==> config.mk <==
export PLATFORM = sky130hd
export DESIGN_NAME = muldiv_unit_flat
export DESIGN_NICKNAME = d
export VERILOG_FILES = /design/src/rtl/muldiv_unit_if.sv /design/src/rtl/muldiv_unit.sv /design/src/flat_wrapper.sv
export SDC_FILE = /design/constraint.sdc
export NUM_CORES = 1
export LEC_CHECK = 0
export ABC_CLOCK_PERIOD_IN_PS = 5900
export BUFFER_PORTS_ARGS = -buffer_cell sky130_fd_sc_hd__buf_4
export CAP_MARGIN = 20
export CORE_MARGIN = 10
export CORE_UTILIZATION = 25
export DETAILED_ROUTE_END_ITERATION = 10
export HOLD_SLACK_MARGIN = 0.12
export PLACE_DENSITY = 0.52
export SLEW_MARGIN = 20
export SYNTH_ARGS = -nofsm -noshare
export SYNTH_HDL_FRONTEND = slang
export SYNTH_SLANG_ARGS = --single-unit
==> constraint.sdc <==
create_clock -name clk -period 5.9 [get_ports clk]
set_input_delay 1.18 -clock clk [delete_from_list [all_inputs] [get_ports clk]]
set_output_delay 1.18 -clock clk [all_outputs]
set_load 0.1 [all_outputs]
==> src/rtl/muldiv_unit_if.sv <==
// Handshake and write-back bundle between the core and muldiv_unit.
interface muldiv_unit_if #(
    parameter int XLEN = 32
);
    logic            start;
    logic [2:0]      funct3;
    logic [XLEN-1:0] rs1_data;
    logic [XLEN-1:0] rs2_data;
    logic [4:0]      rd_addr;
    logic            busy;
    logic            done;
    logic            wsig;
    logic [4:0]      wadd;
    logic [XLEN-1:0] wdata;

    modport master (
        output start, funct3, rs1_data, rs2_data, rd_addr,
        input  busy, done, wsig, wadd, wdata
    );

    modport slave (
        input  start, funct3, rs1_data, rs2_data, rd_addr,
        output busy, done, wsig, wadd, wdata
    );
endinterface

==> src/rtl/muldiv_unit.sv <==
// Iterative RV32M multiply/divide unit: radix-2 shift-add multiplier, restoring divider.
// Define MULDIV_FAST_MUL_EN for a single-cycle combinational multiply path.
module muldiv_unit #(
    parameter int XLEN  = 32,
    parameter int CNT_W = 5
) (
    input  logic         clk,
    input  logic         rst,
    muldiv_unit_if.slave bus
);
    typedef enum logic [1:0] {IDLE, CALC, DONE} state_t;
    localparam logic [XLEN-1:0] MIN_NEG = {1'b1, {(XLEN-1){1'b0}}};

    state_t            state, state_nx;
    logic [CNT_W-1:0]  cnt;
    logic              last;
    logic [2:0]        op;
    logic [XLEN-1:0]   opa, opb;
    logic              sa, sb;
    logic [2*XLEN-1:0] acc;
    logic              done_q, wsig_q;
    logic [4:0]        wadd_q;
    logic [XLEN-1:0]   wdata_q;

    logic              in_sa, in_sb, in_div0, in_ovf, in_special;
    logic [XLEN-1:0]   in_a_abs, in_b_abs, in_special_res;
`ifdef MULDIV_FAST_MUL_EN
    logic [2*XLEN-1:0] fast_prod;
`endif

    logic [XLEN:0]     mul_sum, div_r, div_diff;
    logic              div_ge;
    logic [2*XLEN-1:0] acc_nx, prod;
    logic [XLEN-1:0]   quo, rem, result;

    // Operand decode on the request inputs; resolves the single-cycle cases.
    always_comb begin
        in_sa    = bus.rs1_data[XLEN-1] &&
                   (bus.funct3 inside {3'd0, 3'd1, 3'd2, 3'd4, 3'd6});
        in_sb    = bus.rs2_data[XLEN-1] &&
                   (bus.funct3 inside {3'd0, 3'd1, 3'd4, 3'd6});
        in_a_abs = in_sa ? -bus.rs1_data : bus.rs1_data;
        in_b_abs = in_sb ? -bus.rs2_data : bus.rs2_data;
        in_div0  = bus.funct3[2] && (bus.rs2_data == '0);
        in_ovf   = bus.funct3[2] && !bus.funct3[0] &&
                   (bus.rs1_data == MIN_NEG) && (bus.rs2_data == '1);
        in_special = in_div0 || in_ovf;
        if (in_div0)
            in_special_res = bus.funct3[1] ? bus.rs1_data : '1;
        else
            in_special_res = bus.funct3[1] ? '0 : MIN_NEG;
`ifdef MULDIV_FAST_MUL_EN
        fast_prod = {{XLEN{1'b0}}, in_a_abs} * {{XLEN{1'b0}}, in_b_abs};
        if (in_sa ^ in_sb)
            fast_prod = -fast_prod;
        if (!bus.funct3[2]) begin
            in_special     = 1'b1;
            in_special_res = (bus.funct3 == 3'd0) ? fast_prod[XLEN-1:0]
                                                  : fast_prod[2*XLEN-1:XLEN];
        end
`endif
    end

    // acc: multiply keeps the running product; divide keeps {remainder, dividend/quotient}.
    always_comb begin
        mul_sum  = {1'b0, acc[2*XLEN-1:XLEN]} + (opb[0] ? {1'b0, opa} : '0);
        div_r    = {acc[2*XLEN-1:XLEN], acc[XLEN-1]};
        div_diff = div_r - {1'b0, opb};
        div_ge   = (div_r >= {1'b0, opb});
        if (op[2])
            acc_nx = {div_ge ? div_diff[XLEN-1:0] : div_r[XLEN-1:0],
                      acc[XLEN-2:0], div_ge};
        else
            acc_nx = {mul_sum, acc[XLEN-1:1]};
    end

    always_comb begin
        prod = (sa ^ sb) ? -acc : acc;
        quo  = (sa ^ sb) ? -acc[XLEN-1:0] : acc[XLEN-1:0];
        rem  = sa ? -acc[2*XLEN-1:XLEN] : acc[2*XLEN-1:XLEN];
        case (op)
            3'd0:             result = prod[XLEN-1:0];
            3'd1, 3'd2, 3'd3: result = prod[2*XLEN-1:XLEN];
            3'd4, 3'd5:       result = quo;
            default:          result = rem;
        endcase
    end

    always_ff @(posedge clk or negedge rst) begin
        if (!rst)
            state <= IDLE;
        else
            state <= state_nx;
    end

    always_comb begin
        state_nx = state;
        case (state)
            IDLE:    if (bus.start) state_nx = in_special ? DONE : CALC;
            CALC:    if (last) state_nx = DONE;
            DONE:    state_nx = IDLE;
            default: state_nx = IDLE;
        endcase
    end

    // The cycle after the 32nd iteration registers the sign-corrected result.
    always_ff @(posedge clk or negedge rst) begin
        if (!rst) begin
            cnt     <= '0;
            last    <= 1'b0;
            op      <= '0;
            opa     <= '0;
            opb     <= '0;
            sa      <= 1'b0;
            sb      <= 1'b0;
            acc     <= '0;
            done_q  <= 1'b0;
            wsig_q  <= 1'b0;
            wadd_q  <= '0;
            wdata_q <= '0;
        end else begin
            case (state)
                IDLE: begin
                    done_q <= 1'b0;
                    wsig_q <= 1'b0;
                    if (bus.start) begin
                        op     <= bus.funct3;
                        opa    <= in_a_abs;
                        opb    <= in_b_abs;
                        sa     <= in_sa;
                        sb     <= in_sb;
                        wadd_q <= bus.rd_addr;
                        cnt    <= '0;
                        last   <= 1'b0;
                        acc    <= bus.funct3[2] ? {{XLEN{1'b0}}, in_a_abs} : '0;
                        if (in_special) begin
                            wdata_q <= in_special_res;
                            done_q  <= 1'b1;
                            wsig_q  <= (bus.rd_addr != '0);
                        end
                    end
                end
                CALC: begin
                    if (!last) begin
                        acc <= acc_nx;
                        if (!op[2])
                            opb <= opb >> 1;
                        cnt <= cnt + 1'b1;
                        if (cnt == CNT_W'(XLEN - 1))
                            last <= 1'b1;
                    end else begin
                        wdata_q <= result;
                        done_q  <= 1'b1;
                        wsig_q  <= (wadd_q != '0);
                    end
                end
                default: begin
                    done_q <= 1'b0;
                    wsig_q <= 1'b0;
                end
            endcase
        end
    end

    assign bus.busy  = (state != IDLE);
    assign bus.done  = done_q;
    assign bus.wsig  = wsig_q;
    assign bus.wadd  = wadd_q;
    assign bus.wdata = wdata_q;
endmodule

==> src/flat_wrapper.sv <==
// flat-port wrapper written by rule: the top's interface ports become plain ports
module muldiv_unit_flat 
#(
    parameter int XLEN  = 32,
    parameter int CNT_W = 5
)
  (clk, rst, bus_start, bus_funct3, bus_rs1_data, bus_rs2_data, bus_rd_addr, bus_busy, bus_done, bus_wsig, bus_wadd, bus_wdata);
  muldiv_unit_if #(.XLEN(XLEN)) bus_i ();
  input  logic clk;
  input  logic rst;
  input wire logic [$bits(bus_i.start)-1:0] bus_start;
  input wire logic [$bits(bus_i.funct3)-1:0] bus_funct3;
  input wire logic [$bits(bus_i.rs1_data)-1:0] bus_rs1_data;
  input wire logic [$bits(bus_i.rs2_data)-1:0] bus_rs2_data;
  input wire logic [$bits(bus_i.rd_addr)-1:0] bus_rd_addr;
  output wire logic [$bits(bus_i.busy)-1:0] bus_busy;
  output wire logic [$bits(bus_i.done)-1:0] bus_done;
  output wire logic [$bits(bus_i.wsig)-1:0] bus_wsig;
  output wire logic [$bits(bus_i.wadd)-1:0] bus_wadd;
  output wire logic [$bits(bus_i.wdata)-1:0] bus_wdata;
  assign bus_i.start = bus_start;
  assign bus_i.funct3 = bus_funct3;
  assign bus_i.rs1_data = bus_rs1_data;
  assign bus_i.rs2_data = bus_rs2_data;
  assign bus_i.rd_addr = bus_rd_addr;
  assign bus_busy = bus_i.busy;
  assign bus_done = bus_i.done;
  assign bus_wsig = bus_i.wsig;
  assign bus_wadd = bus_i.wadd;
  assign bus_wdata = bus_i.wdata;
  muldiv_unit #(.XLEN(XLEN), .CNT_W(CNT_W)) u_core (.clk(clk), .rst(rst), .bus(bus_i));
endmodule
==> impl_metrics.tcl <==
set metrics [dict create \
    hold_buffers 0 \
    setup_viol 0 \
    grt_pass1_vias 15192 \
    clk_pin_slew_worst_paths_ns 0.07 \
    synthXorXnorAreaFrac_pct 9.64 \
    cts_resized 0 \
    drt_wl_total_um 59300 \
    num_io_pins 115 \
    finalHoldViolations 0 \
    fin_crit_sh_pct 71.8 \
    worstSetupPathType "input port to flop" \
    worstMarginPinSlew_ns 1.15 \
    tns_ns 0 \
    wl_per_cell_um 20.5 \
    max-cap-violations 0 \
    coreArea_um2 61900 \
    die_x_um 271 \
    synth_top_family_by_area "compound AO/OA/AOI/OAI gates" \
    async_reset_ff_share_pct 100 \
    synth-simple-area-share_pct 19.2 \
    synthDistinctLibCells 77 \
    firstDrtPassIters 5 \
    dieArea_um2 73300 \
    grt_max_degree 79 \
    skew_ns 0.0129 \
    post-dp-hpwl_um 45200 \
    antenna_found_initial 1 \
    status "completed" \
    synth-compound-area-share_pct 28.4 \
    postSynthCellCount 2019 \
    numClockSinks 180 \
    antenna_left 0 \
    cts_setup_buffers 0 \
    layout.nets 2194 \
    num_vias 15442 \
    numCtsBuffers 17 \
    end_kind "flop" \
    syn2layout_area_growth_pct 14.4 \
    synth_area_um2 15700 \
    clock_latency_ns 0.51 \
    remaining_drc_errors 0 \
    post-route-min-period_ns 4.24 \
    start_util_pct 25.4 \
    yosys_most_used_dff "dfrtp_1" \
    grt_first_pass_wirelength_um 91900 \
    seq_area_um2 4510 \
    synthAdderAreaFrac_pct 5.91 \
    hp-class "flop to flop" \
    synth_edf_count 0 \
    cts_buffer_depth 2 \
    fmax_ghz 0.236 \
    rows 91 \
    clk_root_buffer_cell "clkbuf_16" \
    grt_usage_pct 15.9 \
    drtIter0Drc 1228 \
    max_slew_margin_pct 22.8 \
    synthesis.nets 2167 \
    syn_area_per_cell_um2 7.78 \
    layout-drive-gt1-share_pct 10.3 \
    cp_max_fo 35 \
    worstPathRequired_ns 6.29 \
    synth-seq-area-share_pct 28.7 \
    synth_warnings 0 \
    maxSlewViolCount 0 \
    port_buffers 114 \
    die_y_um 271 \
    htree_levels 4 \
    tritoncts "done" \
    fillers 6727 \
    multi_input_area_um2 10500 \
    worstSetupStartpointType "input port" \
    arrival_ns 4.63 \
    ys_ff_latch 180 \
    avgViaCountPerCell 5.33 \
    gp_congestion 0.946 \
    synthMuxAreaShare_pct 3.07 \
    rsz0062_at_grt "no" \
    overflow 0 \
]
-- layer usage --
metal / vias to the layer above / GRT usage [%] / wire (um)
met5: - / 0 / 0
met4: 0 / 6.56 / 2090
met3: 78 / 2.27 / 2340
met2: 405 / 27.0 / 29100
met1: 7576 / 19.9 / 25800
li1: 7383 / - / -
-- final timing paths --
kind,start,endpoint,slack [ns],depth (start not counted)
setup / recovery,bus_rs2_data[2],u_core.bus.wdata[31],1.66,10
hold / removal,u_core.bus.wdata[4],u_core.bus.wdata[4],0.48,2
setup reg to reg,u_core.opb[0],u_core.acc[62],1.71,12
hold reg to reg,u_core.bus.wdata[4],u_core.bus.wdata[4],0.48,2
max in group asynchronous,rst,u_core.opb[1],3.99,2
min in group asynchronous,rst,u_core.bus.wdata[22],0.65,1
-- state kept, by name, summed over array words and instances (netlist names) --
register and flops:
u_core.acc 64, u_core.bus.done 1, u_core.bus.wadd 5, u_core.bus.wdata 32, u_core.bus.wsig 1, u_core.cnt 5, u_core.last 1, u_core.op 3
u_core.opa 32, u_core.opb 32, u_core.sa 1, u_core.sb 1, u_core.state 2
-- critical path: stages --
cell	delay (ns)
buf_4	0.13
or4_1	0.59
nor4b_1	0.49
and2_1	0.31
and3b_1	0.34
and4_1	0.48
a31o_2	0.26
a22oi_2	0.07
buf_4	0.31
o41ai_1	0.44
-- cells in the mapped netlist, types with 20 or more instances --
library cell | number | area, um2
a21o_1 | 26 | 195
o21ai_0 | 220 | 1100
inv_1 | 72 | 270
dfrtp_1 | 180 | 4500
nor2_1 | 149 | 559
nand4_1 | 20 | 125
and2_1 | 39 | 244
nor3_1 | 40 | 200
a21oi_1 | 183 | 916
mux2i_1 | 47 | 470
xnor2_1 | 95 | 832
clkbuf_1 | 122 | 458
o21a_1 | 36 | 270
ha_1 | 71 | 888
o31ai_1 | 25 | 188
nand3_1 | 21 | 105
o221ai_1 | 54 | 473
nor4_1 | 21 | 131
nand2_1 | 244 | 916
xor2_1 | 78 | 683
-- kinds of logic after synthesis --
kind of cell,count (synthesis)
xor+xnor,173
fa+ha+maj,73
simple gates,636
mux,48
buf+inv,207
compound gates,702
flops,180
-- through the flow --
step | utilization [%] | hold slack, ns | cells | instance area, um2 | setup WS (ns)
floorplan | - | 0.439 | 2019 | 15700 | 2.10
global placement | 28.1 | 0.463 | 2864 | 17400 | 1.33
detailed placement | 28.1 | 0.466 | 2864 | 17400 | 1.23
CTS | 29.0 | 0.483 | 2896 | 18000 | 1.76
global route | 29.0 | 0.513 | 2897 | 18000 | 1.45
finish | 29.0 | 0.480 | 2897 | 18000 | 1.66
-- final cells by class --
cell class / instances / share of cell area (%)
clock inverter: 13 / 0.835
antenna: 1 / 0.0139
inverter: 72 / 1.50
tap: 837 / 5.83
clock buffer: 19 / 2.46
sequential: 180 / 25.1
multi-input combinational: 1632 / 58.3
timing repair buffer: 143 / 6.01
-- placed cells by master (no fill, tap or decap), types with 15 or more instances in the layout --
| cell | instances |
|---|---|
| nor2_1 | 146 |
| nor3_1 | 40 |
| dfrtp_1 | 179 |
| inv_1 | 72 |
| a21o_1 | 26 |
| buf_4 | 142 |
| o21bai_1 | 16 |
| xor2_1 | 77 |
| a211oi_1 | 18 |
| clkbuf_16 | 17 |
| xnor2_1 | 94 |
| or4_1 | 16 |
| ha_1 | 71 |
| nand2_1 | 243 |
| a31oi_1 | 16 |
| nand2b_1 | 15 |
| o31ai_1 | 25 |
| mux2i_1 | 47 |
| or3_1 | 18 |
| and2_1 | 39 |
| o221ai_1 | 54 |
| nand4_1 | 20 |
| nand3_1 | 21 |
| a21oi_1 | 182 |
| nor4_1 | 21 |
| o21a_1 | 36 |
| o21ai_0 | 219 |
Power is not shown: default switching activity piles up to over one toggle a cycle in this logic, so the estimate is an artifact.
